==> src/rtl/csa8_pkg.sv <==
// rtl/csa8_pkg.sv - shared width default and FSM state encoding for the csa8 sequencer
package csa8_pkg;

  localparam int WIDTH_DEFAULT = 8;

  localparam logic [1:0] ST_IDLE_A = 2'd0;
  localparam logic [1:0] ST_LOAD_B = 2'd1;
  localparam logic [1:0] ST_SETTLE = 2'd2;
  localparam logic [1:0] ST_HOLD   = 2'd3;

endpackage

==> src/rtl/csa8_operand_sequencer_if.sv <==
// rtl/csa8_operand_sequencer_if.sv - operand stream, adder bus and result stream bundle
interface csa8_operand_sequencer_if #(
  parameter int WIDTH = csa8_pkg::WIDTH_DEFAULT
);
  logic             in_valid;
  logic             in_ready;
  logic [WIDTH-1:0] in_data;
  logic             in_acc;
  logic [WIDTH-1:0] add_a;
  logic [WIDTH-1:0] add_b;
  logic [WIDTH-1:0] add_sum;
  logic             add_cout;
  logic             out_valid;
  logic             out_ready;
  logic [WIDTH-1:0] out_sum;
  logic             out_cout;
  logic             busy;

  modport master (
    input  in_valid, in_data, in_acc, add_sum, add_cout, out_ready,
    output in_ready, add_a, add_b, out_valid, out_sum, out_cout, busy
  );

  modport slave (
    output in_valid, in_data, in_acc, add_sum, add_cout, out_ready,
    input  in_ready, add_a, add_b, out_valid, out_sum, out_cout, busy
  );
endinterface

==> src/rtl/csa8_settle_timer.sv <==
// rtl/csa8_settle_timer.sv - loadable down-counter flagging the last settle edge
module csa8_settle_timer #(
  parameter int SETTLE_CYCLES = 1
) (
  input  logic clk,
  input  logic rst,
  input  logic load_i,
  input  logic dec_i,
  output logic done_o
);
  localparam int CW = $clog2(SETTLE_CYCLES + 1);

  logic [CW-1:0] cnt_q;
  logic [CW-1:0] cnt_d;

  always_comb begin
    cnt_d = cnt_q;
    if (load_i) begin
      cnt_d = CW'(SETTLE_CYCLES);
    end else if (dec_i && cnt_q != '0) begin
      cnt_d = cnt_q - CW'(1);
    end
  end

  always_ff @(posedge clk) begin
    if (rst) begin
      cnt_q <= '0;
    end else begin
      cnt_q <= cnt_d;
    end
  end

  // Done while the counter sits at one: the edge that consumes it is the capture edge.
  assign done_o = dec_i && (cnt_q == CW'(1));
endmodule

==> src/rtl/csa8_operand_sequencer.sv <==
// rtl/csa8_operand_sequencer.sv - feeds A/B bytes to an external adder and returns the settled result
module csa8_operand_sequencer
  import csa8_pkg::*;
#(
  parameter int WIDTH         = WIDTH_DEFAULT,
  parameter int SETTLE_CYCLES = 1
) (
  input  logic                         clk,
  input  logic                         rst,
  csa8_operand_sequencer_if.master     bus
);
  logic [1:0]       state_q, state_d;
  logic [WIDTH-1:0] a_q, a_d;
  logic [WIDTH-1:0] b_q, b_d;
  logic [WIDTH-1:0] acc_q, acc_d;
  logic [WIDTH-1:0] sum_q, sum_d;
  logic             cout_q, cout_d;
  logic             timer_load;
  logic             timer_done;

  csa8_settle_timer #(.SETTLE_CYCLES(SETTLE_CYCLES)) u_timer (
    .clk    (clk),
    .rst    (rst),
    .load_i (timer_load),
    .dec_i  (state_q == ST_SETTLE),
    .done_o (timer_done)
  );

  always_comb begin
    state_d    = state_q;
    a_d        = a_q;
    b_d        = b_q;
    acc_d      = acc_q;
    sum_d      = sum_q;
    cout_d     = cout_q;
    timer_load = 1'b0;
    case (state_q)
      ST_IDLE_A: begin
        if (bus.in_valid) begin
          if (bus.in_acc) begin
            a_d        = acc_q;
            b_d        = bus.in_data;
            timer_load = 1'b1;
            state_d    = ST_SETTLE;
          end else begin
            a_d     = bus.in_data;
            state_d = ST_LOAD_B;
          end
        end
      end
      ST_LOAD_B: begin
        if (bus.in_valid) begin
          b_d        = bus.in_data;
          timer_load = 1'b1;
          state_d    = ST_SETTLE;
        end
      end
      ST_SETTLE: begin
        // The carry is reported but not folded into the running accumulator.
        if (timer_done) begin
          sum_d   = bus.add_sum;
          cout_d  = bus.add_cout;
          acc_d   = bus.add_sum;
          state_d = ST_HOLD;
        end
      end
      ST_HOLD: begin
        if (bus.out_ready) begin
          state_d = ST_IDLE_A;
        end
      end
      default: state_d = ST_IDLE_A;
    endcase
  end

  always_ff @(posedge clk) begin
    if (rst) begin
      state_q <= ST_IDLE_A;
      a_q     <= '0;
      b_q     <= '0;
      acc_q   <= '0;
      sum_q   <= '0;
      cout_q  <= 1'b0;
    end else begin
      state_q <= state_d;
      a_q     <= a_d;
      b_q     <= b_d;
      acc_q   <= acc_d;
      sum_q   <= sum_d;
      cout_q  <= cout_d;
    end
  end

  assign bus.in_ready  = (state_q == ST_IDLE_A) || (state_q == ST_LOAD_B);
  assign bus.out_valid = (state_q == ST_HOLD);
  assign bus.busy      = (state_q != ST_IDLE_A);
  assign bus.add_a     = a_q;
  assign bus.add_b     = b_q;
  assign bus.out_sum   = sum_q;
  assign bus.out_cout  = cout_q;
endmodule

==> src/flat_wrapper.sv <==
// flat-port wrapper written by rule: the top's interface ports become plain ports
module csa8_operand_sequencer_flat import csa8_pkg::*;
#(
  parameter int WIDTH         = WIDTH_DEFAULT,
  parameter int SETTLE_CYCLES = 1
)
  (clk, rst, bus_in_valid, bus_in_data, bus_in_acc, bus_add_sum, bus_add_cout, bus_out_ready, bus_in_ready, bus_add_a, bus_add_b, bus_out_valid, bus_out_sum, bus_out_cout, bus_busy);
  csa8_operand_sequencer_if #(.WIDTH(WIDTH)) bus_i ();
  input  logic clk;
  input  logic rst;
  input wire logic [$bits(bus_i.in_valid)-1:0] bus_in_valid;
  input wire logic [$bits(bus_i.in_data)-1:0] bus_in_data;
  input wire logic [$bits(bus_i.in_acc)-1:0] bus_in_acc;
  input wire logic [$bits(bus_i.add_sum)-1:0] bus_add_sum;
  input wire logic [$bits(bus_i.add_cout)-1:0] bus_add_cout;
  input wire logic [$bits(bus_i.out_ready)-1:0] bus_out_ready;
  output wire logic [$bits(bus_i.in_ready)-1:0] bus_in_ready;
  output wire logic [$bits(bus_i.add_a)-1:0] bus_add_a;
  output wire logic [$bits(bus_i.add_b)-1:0] bus_add_b;
  output wire logic [$bits(bus_i.out_valid)-1:0] bus_out_valid;
  output wire logic [$bits(bus_i.out_sum)-1:0] bus_out_sum;
  output wire logic [$bits(bus_i.out_cout)-1:0] bus_out_cout;
  output wire logic [$bits(bus_i.busy)-1:0] bus_busy;
  assign bus_i.in_valid = bus_in_valid;
  assign bus_i.in_data = bus_in_data;
  assign bus_i.in_acc = bus_in_acc;
  assign bus_i.add_sum = bus_add_sum;
  assign bus_i.add_cout = bus_add_cout;
  assign bus_i.out_ready = bus_out_ready;
  assign bus_in_ready = bus_i.in_ready;
  assign bus_add_a = bus_i.add_a;
  assign bus_add_b = bus_i.add_b;
  assign bus_out_valid = bus_i.out_valid;
  assign bus_out_sum = bus_i.out_sum;
  assign bus_out_cout = bus_i.out_cout;
  assign bus_busy = bus_i.busy;
  csa8_operand_sequencer #(.WIDTH(WIDTH), .SETTLE_CYCLES(SETTLE_CYCLES)) u_core (.clk(clk), .rst(rst), .bus(bus_i));
endmodule
==> config.mk <==
export PLATFORM = sky130hd
export DESIGN_NAME = csa8_operand_sequencer_flat
export DESIGN_NICKNAME = d
export VERILOG_FILES = /design/src/rtl/csa8_pkg.sv /design/src/rtl/csa8_operand_sequencer_if.sv /design/src/rtl/csa8_settle_timer.sv /design/src/rtl/csa8_operand_sequencer.sv /design/src/flat_wrapper.sv
export SDC_FILE = /design/constraint.sdc
export NUM_CORES = 1
export LEC_CHECK = 0
export BUFFER_PORTS_ARGS = -buffer_cell sky130_fd_sc_hd__buf_2
export CAP_MARGIN = 20
export CORE_MARGIN = 1
export CORE_UTILIZATION = 44
export DETAILED_ROUTE_END_ITERATION = 10
export MAX_ROUTING_LAYER = met4
export PLACE_DENSITY = 0.73
export SYNTH_ARGS = -nofsm -noshare
export SYNTH_HDL_FRONTEND = slang
export SYNTH_SLANG_ARGS = --single-unit
==> constraint.sdc <==
create_clock -name clk -period 1.6 [get_ports clk]
set_input_delay 0.32 -clock clk [delete_from_list [all_inputs] [get_ports clk]]
set_output_delay 0.32 -clock clk [all_outputs]
set_load 0.03 [all_outputs]
# Word level (Yosys, flattened, before mapping)
# Cells that the tools add are included.
[word_totals]
regBits = 28
input_bits = 22
output_inout_bits = 28
word_cells = 42
[op_classes]
n_addsub = 1
eq_ne = 8
muxes = 17
n_reduce_logical = 10
[op_table]
columns = ["operator", "n"]
rows = [
  ["$mux 8", 4],
  ["$pmux 8 s2", 1],
  ["$mux 2", 5],
  ["$ne 2x2->1 const B", 4],
  ["$pmux 2 s4", 1],
  ["$reduce_and 4->1", 2],
  ["$reduce_bool 2->1", 3],
  ["$mux 1", 5],
  ["$eq 2x2->1 const B", 2],
  ["$reduce_and 2->1", 2],
  ["$eq 2x1->1 const B", 1],
  ["$logic_not 2->1", 1],
  ["$ne 2x1->1 const B", 1],
  ["$pmux 1 s2", 1],
  ["$logic_and 1x1->1", 1],
  ["$logic_or 1x1->1", 1],
  ["$sub 1x1->1 const B", 1],
]

# Depth between registers and ports, before layout
[logic_depth]
ltp_word = 4
ltp_mapped = 7
depth_no_buf = 5

# Modules after synthesis
# A second synthesis with hierarchy kept.
[hier_totals]
hier_cells = 142
area_unflattened_um2 = 1278.7
[modules_own_cells]
columns = ["module", "instances", "cells_each", "area_per_inst_um2", "seq_area_each_um2"]
rows = [
  ["csa8_operand_sequencer", 1, 137, 1232.4, 540.5],
  ["csa8_settle_timer", 1, 5, 46.3, 20.0],
]

# Worst setup path before layout
# No wires, ideal clock.
[synth_path]
path_kind = "register to register"
startpoint = "reg u_core.state_q[0]"
endpoint = "reg u_core.state_q[0]"
setup_ns = 0.121
t_arrival_ns = 1.423
setup_slack_ns = 0.057
path_stages_with_launch = 6
path_buffers = 0
path_cell_list = "dfxtp_1 inv_1 ha_1 o21ba_4 a221oi_4 mux2_2"
[synth_between]
elab_chain_cells = 4
word_cells_on_any_way = 11
classes_between = "eq/ne (7); mux (1); reduce/logical (3)"
[synth_rtl]
columns = ["element", "line_no", "source"]
rows = [
  ["start: declaration", "csa8_operand_sequencer.sv:12", "logic [1:0] state_q, state_d;"],
  ["start signal: assignment", "csa8_operand_sequencer.sv:85", "state_q <= state_d;"],
  ["$eq 2x2->1", "csa8_operand_sequencer.sv:25, csa8_operand_sequencer.sv:37", ""],
  ["$logic_and 1x1->1", "csa8_settle_timer.sv:34", "assign done_o = dec_i && (cnt_q == CW'(1));"],
  ["$ne 2x1->1 (no source line)", "n/a", ""],
  ["$reduce_and 4->1 (no source line)", "n/a", ""],
]
# Several ways; a longest one is shown, not always the timed one.
# A chain may end at the register's enable or synchronous reset.

# Worst setup path in the final report
[layout_path]
startpoint = "reg u_core.state_q[1]"
endpoint = "out bus_in_ready"
[layout_between]
elab_chain_cells = 2
word_cells_on_any_way = 3
classes_between = "eq/ne (1); reduce/logical (2)"
[layout_rtl]
columns = ["element", "line_no", "source"]
rows = [
  ["$eq 2x1->1 or $logic_not 2->1 (tied branches)", "csa8_operand_sequencer.sv:94", "assign bus.in_ready = (state_q == ST_IDLE_A) || (state_q == ST_LOAD_B);"],
  ["$logic_or 1x1->1 *", "csa8_operand_sequencer.sv:94", ""],
  ["end: declaration", "flat_wrapper.sv:17", "output wire logic [$bits(bus_i.in_ready)-1:0] bus_in_ready;"],
]
# Mark *: on every way between the ends. The rest lies on a longest branch, timed or not.

==> results.txt <==
The tool flagged a number of max-cap violations equal to 0. In the layout the commonest cells are sky130_fd_sc_hd__buf_2 (46), sky130_fd_sc_hd__dfxtp_1 (26), sky130_fd_sc_hd__nand2b_1 (17), sky130_fd_sc_hd__mux2i_1 (17). Entering global routing, the biggest net connects 28 pins. After floorplanning, the core was divided into 19 placement rows.

The share of synthesized area in the top cell type comes to 0.405. The final count of pins violating max slew came out at 0. The first detailed-routing pass ran for 4 iterations. The path with the worst hold slack has its endpoint at u_core.bus.out_sum[0].

The summed instance area of the synthesized netlist came out at 1390 um2. The critical path required time is 1280 ps. The number of sinks handled by clock tree synthesis is 28. The final setup violation count is 3. The endpoint arrival time on the critical path came out at 1320 ps. Counting instances, the worst hold path has a depth of 3. The transition time of the tightest slew-check pin is 405 ps.

The first routing iteration left 56 violations. Counting the fill cells in the layout gives 261. The highest net fanout along the worst path came out at 5. The final antenna-violating net count came out at 0.

The final design utilization is 0.628. The flip-flop and latch count after synthesis is 28. The setup path with the least slack is of type register to output pin. Dividing total power by cell area gives a power density of 1810 nW/um2. CTS built an H-tree with a depth of 1.

The wire length of the first global-routing pass came out at 5200 um. The routed length per instance is 13.3 um. Walking the worst path, the cells encountered are inv_4 > ha_4 > or2_4 > buf_6. The area added between synthesis and finish is 30.4%.

The number of buffers created by CTS is 3. The clock root buffer is sky130_fd_sc_hd__clkbuf_4. The flow ran to the end, but the final reports show violations. STA classifies the critical path startpoint as a register.

The final cycle utilization of the critical path is 1.02. The sum of routed wire length over all layers is 3190 um. The cell family contributing the most delay on the critical path is flip-flops. The post-place instance area is 1650 um2. The number of cells on the worst reg-to-reg path is 5. In the final layout, the share of cells above drive strength 1 is 0.421. The total overflow left after global routing is 0. The placeable core region came out at 2880 um2. The minimum setup slack in the final design came out at -39.5 ps. The initial utilization of the core area, before any placement, comes to 0.482. Across all register-to-register paths, the minimum setup slack is -20 ps.

Setup repair after global routing could not meet its margin everywhere. For this design, the CTS-stage hold fixing added 0 buffers. TritonCTS built the clock tree. The aggregate global-route resource usage came out at 0.207. The number of remaining DRC errors is 0. Among all stages on the critical path, the largest delay is contributed by sky130_fd_sc_hd__dfxtp_2. The net count of the finished layout came out at 226. The worst setup path is captured at an output pin.

Leaving out fill and tap cells, the most frequent cell in the layout is sky130_fd_sc_hd__buf_2. The worst register-to-register path ends at u_core.state_q[1]. The I/O pin total came out at 50. The total buffers and inverters traversed by the critical path came out at 2. Clock-pin slew was measured on the worst setup and hold paths at 150 ps.

The count of buffers inserted at the top-level ports is 49. The final hold violation count came out at 0. The congestion estimate from routability-driven global placement came to 0.798.

Yosys attributes the largest share of cell area to sky130_fd_sc_hd__dfxtp_1 (40%), sky130_fd_sc_hd__mux2i_1 (12%), sky130_fd_sc_hd__nand2b_1 (7.7%), sky130_fd_sc_hd__ha_1 (5.4%), sky130_fd_sc_hd__a21oi_1 (4.0%). The synthesized area divided by synthesized cell count is 9.62 um2. The die is 58.1 um wide. The number of nets in the synthesized netlist is 172. The count of vias placed by the detailed router is 1,202. The checks that failed: negative setup slack. The minimum clock period after layout came out at 1640 ps.

The worst-skew pair later-pin latency came out at 340 ps. The headroom to the max-slew limit is 0.730. The largest buffer count on any clock path came out at 2. The leakage dissipation came out at 0.817 nW.

In the synthesized netlist, the number of instances is 144. The Yosys step of the flow raised 0 warnings. The diode insertion count for antenna repair came out at 0. The biggest cell delay along the critical path came out at 380 ps. The highest attainable clock frequency is 0.610 GHz. In the routed layout, each cell is associated on average with a via count of 5.03.

The sequential area share after synthesis came out at 0.405. The footprint of the flip-flops and latches is 566 um2. The min-delay analysis places its worst path in the category input port to register. The detailed placement HPWL is 2330 um.

The worst setup skew after layout came out at 8.20 ps. The worst hold slack after final layout is 208 ps. After synthesis, the netlist uses 27 different library cells.

The origin of the worst min-delay path is bus_add_sum[0]. The worst IR drop on VDD is 1160 uV. The area of all placed cells without fillers is 1810 um2. Summing all multi-input logic gate instances after layout gives 772 um2. The die boundary height came out at 58.1 um. The number of antenna violations at the first check in global routing was 0. The area enclosed by the die boundary came out at 3380 um2. The number of global-route vias before repair came to 1,165. The worst register-to-register path begins at u_core.state_q[0]. The cell accounting for the most synthesized area is sky130_fd_sc_hd__dfxtp_1.
-- cell type report --
type	count	share of cell area
well taps	42	0.0291
inverters	5	0.0159
repair buffers	59	0.186
flip-flops and latches	28	0.313
clock buffers	3	0.0125
multi-input cells	101	0.427
clock inverters	1	0.0166
-- synthesized netlist by cell type, drive strengths merged --
master,number
a211oi,8
a21oi,11
a221oi,1
and2,1
buf,9
clkbuf,1
dfxtp,28
ha,6
inv,5
mux2,2
mux2i,18
nand2,10
nand2b,17
nand3,9
nor2,12
nor2b,1
o21ai,1
o21ba,1
o22ai,1
or2,1
or2b,1
-- power breakdown --
group          leakage (nW)  switching [mW]  internal, mW
registers             0.230           0.106         0.876
clock network        0.0279           0.215         0.254
logic                 0.559            1.06         0.765
-- worst max path at each step --
stage / start / endpoint / slack [ps] / cells past startpoint
2_1_floorplan: u_core.state_q[0] / u_core.state_q[0] / 60 / 5
3_3_place_gp: u_core.state_q[0] / u_core.state_q[1] / 40 / 5
3_5_place_dp: u_core.state_q[0] / u_core.state_q[0] / -90 / 5
4_1_cts: u_core.state_q[1] / bus_in_ready / -30 / 4
5_1_grt: u_core.state_q[1] / bus_in_ready / -70 / 4
6_report: u_core.state_q[1] / bus_in_ready / -40 / 4
-- per-stage QoR --
step / setup WS [ps] / power, mW / cells / TNS [ps]
detailed placement: -91.8 / 2.54 / 230 / -409
global placement: 37.9 / 2.47 / 230 / 0
finish: -39.5 / 3.27 / 239 / -76.2
floorplan: 56.7 / 2.21 / 144 / 0
global route: -66.0 / 3.45 / 239 / -214
CTS: -31.1 / 3.25 / 239 / -34.3
-- layer usage --
layer	wire [um]	part of all wire	up-vias	GRT usage
li1	-	-	594	-
met1	1280	0.40	562	0.217
met2	1710	0.54	40	0.384
met3	161	0.050	6	0.0446
met4	44	0.014	0	0.0646
met5	0	0	-	-
-- registers in the layout (all words and copies together), names as in the netlist --
name / flops
u_core.state_q: 2
u_core.bus.add_a: 8
u_core.bus.add_b: 8
u_core.u_timer.cnt_q: 1
u_core.bus.out_sum: 8
u_core.bus.out_cout: 1
-- tightest hold or removal path, stage by stage --
cell and delay [ps]:
sky130_fd_sc_hd__buf_2 90, sky130_fd_sc_hd__nand3_1 50, sky130_fd_sc_hd__a21oi_1 50
-- cell families (layout without fill, tap and decap cells) --
logic type | Yosys count | count (layout) | share of synthesized area
adders and majority gates | 6 | 6 | 0.0542
muxes | 20 | 20 | 0.149
buffers and inverters | 15 | 68 | 0.0695
DFF | 28 | 28 | 0.405
and+or+nand+nor | 52 | 52 | 0.193
AOI/OAI and AO/OA | 23 | 23 | 0.129
-- repair_timing --
action,CTS,global route
setup endpoints to repair,20,22
pin swaps,3,2
setup buffers,5,0
gates resized for setup,19,4
(Power assumes the default switching activity.)
